`src/rtl/coin_credit_accumulator.sv`:
```
// Credit front end of the vending datapath: accumulates coins and hands {amount, selection} to the
// vending stage, or returns the credit through the refund handshake on cancel or inactivity.
module coin_credit_accumulator #(
    parameter int AMT_W          = 8,
    parameter int MAX_CREDIT     = 200,
    parameter int TIMEOUT_CYCLES = 1000
) (
    input  logic             clk,
    input  logic             rst_n,
    input  logic             coin_valid,
    input  logic [1:0]       coin_type,
    input  logic             sel_valid,
    input  logic [2:0]       sel_code,
    input  logic             cancel,
    output logic             vend_valid,
    input  logic             vend_ready,
    output logic [AMT_W-1:0] amount,
    output logic [2:0]       selection,
    output logic             refund_valid,
    input  logic             refund_ready,
    output logic [AMT_W-1:0] refund_amount,
    output logic             coin_reject
);

    // state     | meaning
    // S_IDLE    | no credit held; first accepted coin starts a session
    // S_CREDIT  | credit held; coins add, sel requests, cancel/timeout refunds
    // S_REQUEST | vend_valid up, amount/selection frozen until vend_ready
    // S_REFUND  | refund_valid up, refund_amount frozen until refund_ready
    typedef enum logic [1:0] {S_IDLE, S_CREDIT, S_REQUEST, S_REFUND} state_t;

    localparam int               TMR_W    = $clog2(TIMEOUT_CYCLES);
    localparam logic [TMR_W-1:0] TMR_LAST = TMR_W'(TIMEOUT_CYCLES - 1);
    localparam logic [AMT_W:0]   MAX_SUM  = (AMT_W + 1)'(MAX_CREDIT);

    state_t            state_q, state_d;
    logic [AMT_W-1:0]  credit_q;
    logic [TMR_W-1:0]  timer_q;
    logic [2:0]        selection_q;
    logic              coin_reject_q;

    logic [AMT_W:0]    coin_value;
    logic [AMT_W:0]    coin_sum;
    logic              coin_accept;
    logic              timeout;
    logic              vend_done;
    logic              refund_done;

    always_comb begin
        coin_value = '0;
        case (coin_type)
            2'b00:   coin_value = (AMT_W + 1)'(5);
            2'b01:   coin_value = (AMT_W + 1)'(10);
            2'b10:   coin_value = (AMT_W + 1)'(25);
            default: coin_value = (AMT_W + 1)'(100);
        endcase
    end

    // One extra bit on the sum so an over-limit coin can never wrap into range.
    assign coin_sum    = {1'b0, credit_q} + coin_value;
    assign coin_accept = coin_valid && (coin_sum <= MAX_SUM)
                         && (state_q == S_IDLE || state_q == S_CREDIT);
    assign timeout     = (state_q == S_CREDIT) && !coin_accept && (timer_q == TMR_LAST);
    assign vend_done   = (state_q == S_REQUEST) && vend_ready;
    assign refund_done = (state_q == S_REFUND) && refund_ready;

    always_ff @(posedge clk or negedge rst_n) begin
        if (!rst_n) begin
            state_q <= S_IDLE;
        end else begin
            state_q <= state_d;
        end
    end

    always_comb begin
        state_d = state_q;
        case (state_q)
            S_IDLE:    if (coin_accept) state_d = S_CREDIT;
            S_CREDIT: begin
                if (cancel || timeout) begin
                    state_d = S_REFUND;
                end else if (sel_valid) begin
                    state_d = S_REQUEST;
                end
            end
            S_REQUEST: if (vend_ready) state_d = S_IDLE;
            S_REFUND:  if (refund_ready) state_d = S_IDLE;
            default:   state_d = S_IDLE;
        endcase
    end

    always_ff @(posedge clk or negedge rst_n) begin
        if (!rst_n) begin
            credit_q      <= '0;
            timer_q       <= '0;
            selection_q   <= '0;
            coin_reject_q <= 1'b0;
        end else begin
            coin_reject_q <= coin_valid && !coin_accept;
            if (vend_done || refund_done) begin
                credit_q <= '0;
            end else if (coin_accept) begin
                credit_q <= coin_sum[AMT_W-1:0];
            end
            // Staying in CREDIT without a coin implies timer_q < TMR_LAST, so no saturation.
            if (state_d != S_CREDIT || coin_accept) begin
                timer_q <= '0;
            end else begin
                timer_q <= timer_q + TMR_W'(1);
            end
            if (state_q == S_CREDIT && state_d == S_REQUEST) begin
                selection_q <= sel_code;
            end
        end
    end

    always_comb begin
        vend_valid    = (state_q == S_REQUEST);
        refund_valid  = (state_q == S_REFUND);
        amount        = credit_q;
        refund_amount = credit_q;
        selection     = selection_q;
        coin_reject   = coin_reject_q;
    end

endmodule

```
`config.mk`:
```
export PLATFORM = sky130hd
export DESIGN_NAME = coin_credit_accumulator
export DESIGN_NICKNAME = d
export VERILOG_FILES = /design/src/rtl/coin_credit_accumulator.sv
export SDC_FILE = /design/constraint.sdc
export NUM_CORES = 1
export LEC_CHECK = 0
export ABC_AREA = 1
export CAP_MARGIN = 30
export CORE_ASPECT_RATIO = 1.25
export CORE_MARGIN = 10
export CORE_UTILIZATION = 53
export CTS_CLUSTER_SIZE = 12
export DETAILED_ROUTE_END_ITERATION = 8
export DONT_BUFFER_PORTS = 1
export PLACE_DENSITY = 0.74
export SLEW_MARGIN = 20
export SYNTH_ARGS = -nofsm -noshare
export SYNTH_HDL_FRONTEND = slang
export SYNTH_SLANG_ARGS = --single-unit
```
`constraint.sdc`:
```
create_clock -name clk -period 3.2 [get_ports clk]
set_input_delay 0.16 -clock clk [delete_from_list [all_inputs] [get_ports clk]]
set_output_delay 0.16 -clock clk [all_outputs]
set_load 0.02 [all_outputs]
```
# Yosys cells after proc, flatten, opt, wreduce, memory -nomap -nowiden

Index checks and enable logic that the tools add are counted.

Output and inout bits: 22
Bits in latches: 0
RAM bits: 0
Input port bits: 12
Memories: 0
Bits in read-only memories: 0
Bits in registers: 24
Word-level logic and storage cells: 42

Divide/modulo/power cells: 0
Add/subtract/negate cells: 2
Reductions and logical operators: 16
Bitwise gates (word level): 0
Magnitude comparators: 1
Multipliers: 0
Equal/unequal tests: 8
Muxes and demuxes: 10
Shifts and indexed selects: 0

Operators by type and width:

| operator                                                        | number |
|---|---|
| one-hot mux 7 bit (3 select lines)                              | 1 |
| two-way mux 8 bit                                               | 2 |
| adder 10 x 1 -> 10 bit (second input constant)                  | 1 |
| == test 10 bit (second input constant)                          | 1 |
| two-way mux 10 bit                                              | 1 |
| two-way mux 2 bit                                               | 5 |
| adder 8 x 9 -> 9 bit                                            | 1 |
| less-or-equal comparator 9 x 8 -> 1 bit (second input constant) | 1 |
| == test 2 bit (second input constant)                           | 4 |
| logical AND 1 bit                                               | 8 |
| one-hot mux 2 bit (4 select lines)                              | 1 |
| == test 2 x 1 -> 1 bit (second input constant)                  | 2 |
| logical NOT 2 bit                                               | 2 |
| logical OR 1 bit                                                | 4 |
| inequality test 2 x 1 -> 1 bit (second input constant)          | 1 |
| nonzero test 2 bit                                              | 1 |
| logical NOT 1 bit                                               | 1 |

# Longest topological paths before layout

Depth in word-level cells: 15
Mapped depth: 21
Gate-level depth less buffers: 21

# Worst setup path before layout

Ideal clock, no wire load.

Path type: input to register
From: in coin_type[0]
To: reg timer_q[0]
Data arrival time: 2.555 ns
Data required time: 3.128 ns
Buffers on the path: 0
Stages on the path: 18
Setup slack: 0.573 ns
Setup time: 0.072 ns
Cell sequence: inv_1 ha_1 or2_2 ha_1 fa_1 nand2_1 nand3_1 nand3_2 nand2_1 nand2_1 nand2_1 a21oi_1 nand2_4 nand2_2 nand3_2 a21oi_4 nand3_4 nor2_2

Cells in the longest elaborated chain, start to end: 15
Elaborated cells between the ends (all ways): 18
Those cells by class: 1 x add/sub; 1 x order compare; 3 x eq/ne; 5 x mux; 8 x reduce/logical

Ends and longest elaborated chain:

| item                                      | line | RTL |
|---|---|---|
| start: declaration                        | 11   | `input logic [1:0] coin_type,` |
| == test 2 bit (tied with other cells)     | 51   | `case (coin_type)` |
| one-hot mux 7 bit (3 select lines) *      | 51   |  |
| adder 8 x 9 -> 9 bit *                    | 60   | `assign coin_sum = {1'b0, credit_q} + coin_value;` |
| less-or-equal comparator 9 x 8 -> 1 bit * | 61   | `assign coin_accept = coin_valid && (coin_sum <= MAX_SUM)` |
| logical AND 1 bit *                       | 61   |  |
| logical AND 1 bit *                       | 62   | `&& (state_q == S_IDLE \|\| state_q == S_CREDIT);` |
| logical NOT 1 bit                         | 63   | `assign timeout = (state_q == S_CREDIT) && !coin_accept && (timer_q == TMR_LAST);` |
| logical AND 1 bit (2 in series)           | 63   |  |
| logical OR 1 bit                          | 80   | `if (cancel \|\| timeout) begin` |
| two-way mux 2 bit                         | 80   |  |
| one-hot mux 2 bit (4 select lines)        | 77   | `case (state_q)` |
| inequality test 2 x 1 -> 1 bit            | 106  | `if (state_d != S_CREDIT \|\| coin_accept) begin` |
| logical OR 1 bit *                        | 106  |  |
| two-way mux 10 bit *                      | 106  |  |
| end signal: assignment                    | 109  | `timer_q <= timer_q + TMR_W'(1);` |
| end: declaration                          | 38   | `logic [TMR_W-1:0] timer_q;` |

Mark *: on every way between the ends. The rest lies on a longest branch, timed or not.
A chain may end at the register's enable or synchronous reset.

# Final worst setup path

From: reg credit_q[0], in the netlist amount[0]
To: reg timer_q[0]

Cells in the longest elaborated chain, start to end: 13
Elaborated cells between the ends (all ways): 14
Those cells by class: 1 x add/sub; 1 x order compare; 1 x eq/ne; 4 x mux; 7 x reduce/logical

Ends and longest elaborated chain:

| item                                      | line | RTL |
|---|---|---|
| start: declaration                        | 37   | `logic [AMT_W-1:0] credit_q;` |
| start signal: assignment                  | 103  | `credit_q <= coin_sum[AMT_W-1:0];` |
| adder 8 x 9 -> 9 bit *                    | 60   |  |
| less-or-equal comparator 9 x 8 -> 1 bit * | 61   |  |
| logical AND 1 bit *                       | 61   |  |
| logical AND 1 bit *                       | 62   |  |
| logical NOT 1 bit                         | 63   |  |
| logical AND 1 bit (2 in series)           | 63   |  |
| logical OR 1 bit                          | 80   |  |
| two-way mux 2 bit                         | 80   |  |
| one-hot mux 2 bit (4 select lines)        | 77   |  |
| inequality test 2 x 1 -> 1 bit            | 106  |  |
| logical OR 1 bit *                        | 106  |  |
| two-way mux 10 bit *                      | 106  |  |

Marks and branches as above.

==> impl_metrics.tcl <==
set metrics [dict create \
    run_status "completed" \
    routed_wl_um 3244 \
    crit_buf_inv 0 \
    area_growth_syn_to_layout_pct 5.452 \
    core_area_um2 3000 \
    hp-start "sel_valid" \
    p_leak_nw 0.9000 \
    irDropWorstVdd_mv 0.5010 \
    crit_type "register to register" \
    clock_sinks 24 \
    drtIter0Drc 53 \
    crit_chain "ha_1 > fa_1 > nand2_1 > nand3_1 > nand3_2 > nand2_1 > nand2_1 > nand2_1 > a21oi_1 > nand2_4 > nand2_2 > nand3_2 > a21oi_4 > nand3_4 > nor2_2" \
    cts_htree_levels 1 \
    whs_path_depth 4 \
    ios 34 \
    cap_viol_max_count 0 \
    rows 22 \
    drtAntennaViolNets 0 \
    portBuffers 0 \
    antenna_found_initial 0 \
    power_switching_w 0.0007580 \
    fp.dieW_um 70.29 \
    clockBufferDepth 2 \
    yosysSeqAreaShare_pct 35.85 \
    grt_pass1_vias 1347 \
    drive_gt1_share_pct 18.75 \
    powerDensity_nw_per_um2 829.3 \
    syn_inst 204 \
    arrival_ns 3.15 \
    synth_nets 231 \
    cp.required_ns 3.45 \
    start_util_pct 55.84 \
    yosys_register_bits 24 \
    overflow 0 \
    crit_path_frequent_cell "nand2_1" \
    nNetsFinal 236 \
    finalSetupViolCount 0 \
    slew_headroom_pct 59.50 \
    path_depth 15 \
    ys_types 29 \
    grt_pass1_wl_um 5920 \
    crit_path_max_fanout 10 \
    clockRootBuffer "clkbuf_4" \
    fmax_mhz 345.2 \
    r2r-end "timer_q[0]" \
    layout_commonest_cell "nand2_1" \
    hold_path_end "state_q[1]" \
    power_frac_clock_pct 10.6 \
    num_vias 1275 \
    drv_slew 0 \
    tightest_slew_ns 0.6048 \
    globalplace.congestion 0.8691 \
    hold_class "primary input to register" \
    syn_area_um2 1675 \
    final_cell_mix "nand2_1 (39), inv_1 (35), dfrtp_1 (24), ha_1 (14)" \
    fill_cells 274 \
    drc 0 \
    r2r_start "amount[0]" \
    grt_max_degree 25 \
    yosys_warnings 0 \
    die_h_um 82.86 \
    post_drt_wl_per_cell_um 13.30 \
    skew_ns 0.008955 \
    seqPwrFrac_pct 39.7 \
    first_pass_iters 6 \
    dp_hpwl_um 2658 \
    cpMaxStageDelayCell "dfrtp_1" \
    die_area_um2 5824 \
    fin_crit_sh_pct 90.52 \
    via_per_inst 5.225 \
    rsz0062_at_grt "no" \
    pwr-share-comb_pct 49.7 \
    worstRegToRegCells 15 \
    rrSetupSlack_ns 0.30 \
    utilization_pct 58.88 \
    clk_pin_slew_ns 0.12 \
    diodes 0 \
    grtUsageTotal_pct 11.84 \
    clock_latency_ns 0.32 \
    cts_buffers 3 \
    cpPeakStageDelay_ns 0.56 \
    hold_violations 0 \
    synth_area_per_cell_um2 8.213 \
    swShare_pct 51.74 \
    crit_family "simple AND/OR/NAND/NOR gates" \
    cts_tree "done" \
    p_int_w 0.0007071 \
    setup_tns_ns 0 \
    cp-start-kind "register" \
    period_needed_ns 2.897 \
    worstSetupEndpointType "register" \
]
==> power groups by stage <==
stage,combinational (W),clock [W],sequential (W)
after floorplan,0.000671,0,0.000540
after global placement,0.000694,0,0.000590
after detailed placement,0.000721,0,0.000591
after CTS,0.000734,0.000163,0.000586
after global routing,0.000831,0.000176,0.000599
final,0.000728,0.000156,0.000581
==> timing repair <==
| item | 4_1_cts | 5_1_grt |
|---|---|---|
| resized for setup | 0 | 0 |
| hold buffers | 5 | 1 |
| endpoints found under the hold margin | 28 | 24 |
| setup buffers | 0 | 0 |
==> how the worst max path moves through the flow <==
stage | start | endpoint | slack [ns]
2_1_floorplan | coin_type[0] | timer_q[0] | 0.57
3_3_place_gp | coin_type[0] | timer_q[0] | 0.40
3_5_place_dp | coin_type[0] | timer_q[6] | 0.25
4_1_cts | amount[0] | timer_q[0] | 0.29
5_1_grt | amount[0] | timer_q[1] | 0.05
6_report | amount[0] | timer_q[0] | 0.30
==> final cells by class <==
class,instances,area [um2],area share (%)
clock buffers,4,36.28,2.054
inverters,38,142.6,8.074
multi-input cells,134,872.1,49.36
flip-flops and latches,24,600.6,33.99
well taps,36,45.04,2.550
repair buffers,8,70.07,3.966
==> through the flow <==
stage	total power, W	hold WS [ns]	instance area (um2)	cells	setup WS (ns)
after floorplan	0.001211	-0.1356	1675	204	0.5729
after global placement	0.001284	-0.1346	1675	234	0.3992
after detailed placement	0.001312	-0.1346	1675	234	0.2498
after CTS	0.001483	0.06985	1762	243	0.2898
after global routing	0.001607	0.07624	1767	244	0.04754
final	0.001465	0.07971	1767	244	0.3035
==> per-layer routing <==
metal | track usage, % | part of all wire, % | vias to the layer above | routed length [um]
met5 | 0 | 0 | - | 0
met4 | 4.839 | 1.8 | 0 | 58
met3 | 2.619 | 5.0 | 5 | 162
met1 | 12.58 | 40 | 599 | 1284
met2 | 21.53 | 54 | 26 | 1740
li1 | - | - | 645 | -
==> cells by family (layout without fill, tap and decap cells) <==
family | after synthesis | after routing | synth area share [%]
adders and majority gates | 15 | 15 | 11.65
buffers and inverters | 46 | 50 | 12.10
AOI/OAI and AO/OA | 20 | 20 | 7.543
DFF | 24 | 24 | 35.85
xor gates and xnor gates | 9 | 9 | 4.705
and+or+nand+nor | 90 | 90 | 28.16
==> synthesized netlist by cell type <==
| cell type | number | area, um2 |
|---|---|---|
| ha_1 | 14 | 175.2 |
| xnor2_1 | 3 | 26.28 |
| nand3_2 | 5 | 50.05 |
| nor2_1 | 8 | 30.03 |
| nand2_2 | 7 | 43.79 |
| o21ai_0 | 5 | 25.02 |
| xor2_1 | 6 | 52.55 |
| a21oi_1 | 2 | 10.01 |
| nand3_4 | 1 | 17.52 |
| inv_1 | 35 | 131.4 |
| dfrtp_1 | 24 | 600.6 |
| a21oi_2 | 1 | 8.760 |
| fa_1 | 1 | 20.02 |
| nand4_1 | 2 | 12.51 |
| nor4_1 | 1 | 6.260 |
| o21ai_1 | 4 | 20.02 |
| o31ai_1 | 1 | 7.510 |
| o22ai_1 | 5 | 31.28 |
| nand3_1 | 11 | 55.05 |
| or2_2 | 1 | 6.260 |
| nor3_1 | 1 | 5.000 |
| inv_2 | 3 | 11.26 |
| nand2_4 | 2 | 22.52 |
| nor2_2 | 11 | 68.82 |
| nand2_1 | 39 | 146.4 |
| o211ai_1 | 1 | 7.510 |
| a21oi_4 | 1 | 16.27 |
| nand3b_1 | 1 | 7.510 |
| buf_4 | 8 | 60.06 |
==> worst reg2reg max path: stages, from the launching register on <==
cell and delay (ns):
dfrtp_1 0.56, ha_1 0.33, fa_1 0.42, nand2_1 0.10, nand3_1 0.11, nand3_2 0.09
nand2_1 0.05, nand2_1 0.08, nand2_1 0.06, a21oi_1 0.23, nand2_4 0.15, nand2_2 0.10
nand3_2 0.08, a21oi_4 0.16, nand3_4 0.19, nor2_2 0.13
==> sequential cells by signal, summed over array words and instances (netlist names) <==
name	cells
state_q	2
amount	8
selection	3
coin_reject	1
timer_q	10
Power figures use the tool's default switching activity.
